--- src/rtl/reset_clken_sequencer.sv ---
// Staged per-channel reset release with masked software re-reset
// and a programmable clock-enable strobe.
module reset_clken_sequencer #(
    parameter int N_CH        = 4,
    parameter int HOLD_CYCLES = 10,
    parameter int STAGE_GAP   = 4,
    parameter int CNT_W       = 16,
    parameter int DIV_W       = 8
) (
    input  logic             SYSCLK,
    input  logic             NSYSRESET,
    input  logic             sw_rst_req,
    input  logic [N_CH-1:0]  ch_mask,
    input  logic [DIV_W-1:0] div,
    output logic [N_CH-1:0]  rst_n_out,
    output logic             clk_en,
    output logic             busy,
    output logic             done
);

    typedef enum logic [1:0] {
        S_IDLE,
        S_ASSERT,
        S_HOLD,
        S_RELEASE
    } state_t;

    state_t           state_q, state_d;
    logic [CNT_W-1:0] cnt_q, cnt_d;
    logic [N_CH-1:0]  pend_q, pend_d;
    logic [N_CH-1:0]  rst_q, rst_d;
    logic             busy_q, busy_d;
    logic             done_q, done_d;
    logic             zreq_q, zreq_d;
    logic [N_CH-1:0]  lowest;
    logic             rel_go;

    logic [DIV_W-1:0] dcnt_q, dcnt_d;
    logic             hit_q, hit_d;
    logic             clk_en_q, clk_en_d;

    // Lowest channel still waiting for release.
    always_comb begin
        lowest = '0;
        for (int i = N_CH - 1; i >= 0; i--) begin
            if (pend_q[i]) begin
                lowest    = '0;
                lowest[i] = 1'b1;
            end
        end
    end

    always_comb begin
        state_d = state_q;
        cnt_d   = cnt_q;
        pend_d  = pend_q;
        rst_d   = rst_q;
        busy_d  = busy_q;
        done_d  = zreq_q;
        zreq_d  = 1'b0;
        rel_go  = 1'b0;

        case (state_q)
            S_IDLE: begin
                if (sw_rst_req) begin
                    if (|ch_mask) begin
                        state_d = S_ASSERT;
                        pend_d  = ch_mask;
                        busy_d  = 1'b1;
                    end else begin
                        zreq_d = 1'b1;
                    end
                end
            end
            S_ASSERT: begin
                rst_d   = rst_q & ~pend_q;
                cnt_d   = CNT_W'(1);
                state_d = S_HOLD;
            end
            S_HOLD: begin
                if (cnt_q == CNT_W'(HOLD_CYCLES)) begin
                    rel_go = 1'b1;
                end else begin
                    cnt_d = cnt_q + CNT_W'(1);
                end
            end
            S_RELEASE: begin
                if (cnt_q == CNT_W'(STAGE_GAP)) begin
                    rel_go = 1'b1;
                end else begin
                    cnt_d = cnt_q + CNT_W'(1);
                end
            end
            default: state_d = S_IDLE;
        endcase

        // Finishing the last pending channel ends the sequence on this edge.
        if (rel_go) begin
            rst_d  = rst_q | lowest;
            pend_d = pend_q & ~lowest;
            cnt_d  = CNT_W'(1);
            if (pend_d == '0) begin
                state_d = S_IDLE;
                busy_d  = 1'b0;
                done_d  = 1'b1;
            end else begin
                state_d = S_RELEASE;
            end
        end
    end

    // Extra hit stage keeps the strobe one cycle behind the wrap.
    always_comb begin
        hit_d    = (dcnt_q >= div);
        dcnt_d   = hit_d ? '0 : dcnt_q + DIV_W'(1);
        clk_en_d = hit_q;
    end

    always_ff @(posedge SYSCLK) begin
        if (!NSYSRESET) begin
            state_q  <= S_HOLD;
            cnt_q    <= '0;
            pend_q   <= '1;
            rst_q    <= '0;
            busy_q   <= 1'b1;
            done_q   <= 1'b0;
            zreq_q   <= 1'b0;
            dcnt_q   <= '0;
            hit_q    <= 1'b0;
            clk_en_q <= 1'b0;
        end else begin
            state_q  <= state_d;
            cnt_q    <= cnt_d;
            pend_q   <= pend_d;
            rst_q    <= rst_d;
            busy_q   <= busy_d;
            done_q   <= done_d;
            zreq_q   <= zreq_d;
            dcnt_q   <= dcnt_d;
            hit_q    <= hit_d;
            clk_en_q <= clk_en_d;
        end
    end

    assign rst_n_out = rst_q;
    assign clk_en    = clk_en_q;
    assign busy      = busy_q;
    assign done      = done_q;

endmodule

--- config.mk ---
export PLATFORM = sky130hd
export DESIGN_NAME = reset_clken_sequencer
export DESIGN_NICKNAME = d
export VERILOG_FILES = /design/src/rtl/reset_clken_sequencer.sv
export SDC_FILE = /design/constraint.sdc
export NUM_CORES = 1
export LEC_CHECK = 0
export CAP_MARGIN = 20
export CORE_MARGIN = 3
export CORE_UTILIZATION = 50
export DETAILED_ROUTE_END_ITERATION = 6
export PLACE_DENSITY = 0.82
export SYNTH_ARGS = -nofsm -noshare
export SYNTH_HDL_FRONTEND = slang
export SYNTH_SLANG_ARGS = --single-unit
--- constraint.sdc ---
create_clock -name SYSCLK -period 1.6 [get_ports SYSCLK]
set_input_delay 0.32 -clock SYSCLK [delete_from_list [all_inputs] [get_ports SYSCLK]]
set_output_delay 0.32 -clock SYSCLK [all_outputs]
set_load 0.02 [all_outputs]
==> qor.txt <==
Status = finished with violations
Failing checks = negative setup slack
Syn_area_per_cell = 8.83 sq um
Main combinational cell family by area after synthesis = simple AND/OR/NAND/NOR gates
Worst min path class = reg2reg
H-Tree Depth = 2
Sequential area share after synthesis = 38.3%
Leak = 1.16 nW
Final hold viol count = 0
Area share of fa/ha/maj cells after synthesis = 10.9%
Arrival time worst endpoint = 1.96 ns
Clock Sink Count = 39
Post-synthesis simple-gate area fraction = 21.5%
Crit. Startpoint = state_q[1]
Clk Latency, worst-skew pair = 0.30 ns
Total Nets Final = 325
Routed wire length per instance = 16.5 um
Slew Limit Fails = 0
Total grt overflow = 0
Crit path largest cell delay = 0.41 ns
Die height = 69.9 um
PD cells = 665 nW/um^2
Drt pass-1 iters = 4
Hpwl dp = 3190 um
Crit. End Element = flip-flop
Max Cap Violations = 0
Final Setup Violations = 24
Pre-CTS setup slack = -0.481 ns
Largest net degree at the start of global routing = 13
Reg clk slew, reported paths = 0.08 ns
Synth Cell Area = 2040 sq um
Fmax = 566 MHz
Post-synth cell types = 46
Root Driver = clkbuf_8
Synthesized net count = 263
Post-synth EDFFs = 0
Req. time, crit path = 1.79 ns
Critical path class = reg2reg
I/O Buffers = 21
Mux contribution to synthesized area = 0%
CTS tree = built
Drt drc = 0
Detailed-route wire length = 5640 um
Die area = 4880 sq um
DR vias = 1976
Placed cells = 327
IO Pins = 22
Post-synthesis cell count = 231
Fill cells = 231
VDD IR max = 540 uV
Worst-case clock buffer depth = 2
Total CTS buffers = 5
Final Instance Count excl. Fillers = 342
XOR/XNOR Fraction of Synth Area = 8.15%
Register bit count reported by yosys = 39
YS warnings = 0
Vias in the first global route = 1935
Setup crit start kind = flip-flop
Area grow syn2layout = 46.1%
Initial antenna violation count = 0
Critical-path top delay cell = o2111ai_4
Crit path time final = 1.77 ns
Gr usage total = 22.8%
Main synth FF type = dfxtp_1
Critical R2R Launch = state_q[1]
Starting Density = 53.7%
Die Wd = 69.9 um
Final core occ = 78.5%
Row count = 22
First-iteration detailed-routing DRC count = 122
Vias per Instance = 5.78
FFs w/ async S/R, synth = 0%
Share of layout cells above drive strength 1 = 36.7%
Final worst setup slack = -0.167 ns
Global-route wire length before repair = 9090 um
Clk_skew = 0.00791 ns
Final ANT Viol Nets = 0
CP cell instances = ha_2 -> and4b_2 -> o2111ai_4 -> o21ai_2 -> o221a_2
Hold path startpoint = zreq_q
Crit path max fanout = 8
Final GP Congestion = 0.814
Core box area = 3800 sq um
Worst-Margin Slew = 0.432 ns
Rel. slew slack = 71.2%
Tcrit/Tclk final = 110%
Ant. Diodes = 0
Compound-Gate Fraction of Synth Area = 16.2%
Unrepaired setup endpoints after global routing = yes
==> through the flow <==
step | setup TNS (ns) | hold slack [ns] | area (sq um) | total power, mW
2_1_floorplan | -0.0125 | 0.412 | 2090 | 1.10
4_1_cts | -0.809 | 0.446 | 2880 | 1.95
5_1_grt | -3.31 | 0.460 | 2980 | 2.05
6_report | -2.41 | 0.453 | 2980 | 1.98
3_3_place_gp | -5.66 | 0.423 | 2580 | 1.19
3_5_place_dp | -6.17 | 0.431 | 2580 | 1.20
==> what timing repair did <==
action | 4_1_cts | 5_1_grt
hold buffers | 0 | 0
cloned | 2 | 0
hold endpoints to repair | 0 | 0
buffers inserted | 3 | 2
resized for setup | 47 | 27
pin swaps | 33 | 18
endpoints found under the setup margin | 34 | 39
==> critical path, delay by kind of cell, from the launching register on <==
family,cells,cell delay (ns)
AO/OA/AOI/OAI,3,0.79
adder cells (fa/ha/maj),1,0.23
flip-flops,1,0.38
AND/OR/NAND/NOR,1,0.26
==> kinds of logic (layout without fill, tap and decap cells) <==
| group | Yosys count | after routing |
|---|---|---|
| buf+inv | 26 | 88 |
| xor+xnor | 19 | 19 |
| flops | 39 | 39 |
| fa+ha+maj | 18 | 18 |
| simple gates | 82 | 83 |
| compound gates | 47 | 47 |
==> registers in the layout (all words and copies together), names as in the netlist, named ones only <==
name,cells
pend_q,4
clk_en_d,1
clk_en,1
state_q,2
cnt_q,16
busy,1
done,1
zreq_q,1
rst_n_out,3
dcnt_q,8
==> placed cells by master (no fill, tap or decap), types with 7 or more instances in the layout <==
master           Yosys  final
a211oi_2             0      8
clkbuf_8             0      7
dlygate4sd2_1        0      7
nor2_1              28     22
xnor2_1             16     16
buf_4                1     36
o21ai_0              9      7
nand3_1              8      8
inv_1               21     13
a21oi_1              9      7
ha_4                 0      8
nand2_1             12     12
dfxtp_1             39     32
clkdlybuf4s50_1      0     11
ha_1                17      8
==> per-layer routing <==
| metal | vias up | routed length [um] | global-route usage [%] |
|---|---|---|---|
| met2 | 59 | 2960 | 39.2 |
| met3 | 13 | 256 | 5.61 |
| met4 | 0 | 106 | 6.38 |
| met1 | 958 | 2320 | 28.1 |
| li1 | 946 | - | - |
| met5 | - | 0 | 0 |
==> report_power, final <==
group | internal, mW | leakage (nW) | total (mW) | switching (mW)
sequential | 0.984 | 0.318 | 1.00 | 0.0203
combinational | 0.121 | 0.790 | 0.233 | 0.112
clock | 0.392 | 0.0505 | 0.744 | 0.352
total | 1.50 | 1.16 | 1.98 | 0.485
==> worst paths after layout <==
path / slack, ns / endpoint / depth (start not counted)
worst max-delay path: -0.17 / state_q[0] / 5
worst min-delay path: 0.45 / done / 1
worst max register to register: -0.17 / state_q[0] / 5
worst min register to register: 0.45 / done / 1
==> synth_stat cells, types with 2 or more instances <==
cell type	count	share of area, %
xnor2_1	16	6.9
o21ai_0	9	2.2
a2bb2oi_1	3	1.3
a211oi_1	8	2.9
a21oi_1	9	2.2
nand3b_1	2	0.74
and3_1	2	0.61
xor2_1	3	1.3
nand3_1	8	2.0
inv_1	21	3.9
nand4_1	2	0.61
nand2_1	12	2.2
nor3_1	6	1.5
ha_1	17	10
clkbuf_1	3	0.55
and4b_1	2	0.98
nor4_1	8	2.5
o211ai_1	3	1.1
nor2_1	28	5.2
a22oi_1	4	1.5
dfxtp_1	39	38
nand2b_1	2	0.61
==> cell type report <==
cell class / instances / area, sq um / area share, %
inverters: 21 / 86.3 / 2.90
repair buffers: 59 / 502 / 16.8
multi-input cells: 167 / 1430 / 48.0
flip-flops and latches: 39 / 797 / 26.7
well taps: 48 / 60.1 / 2.01
clock buffers: 7 / 96.3 / 3.23
clock inverters: 1 / 7.51 / 0.252
No activity file was read; power rests on OpenSTA's default activity.
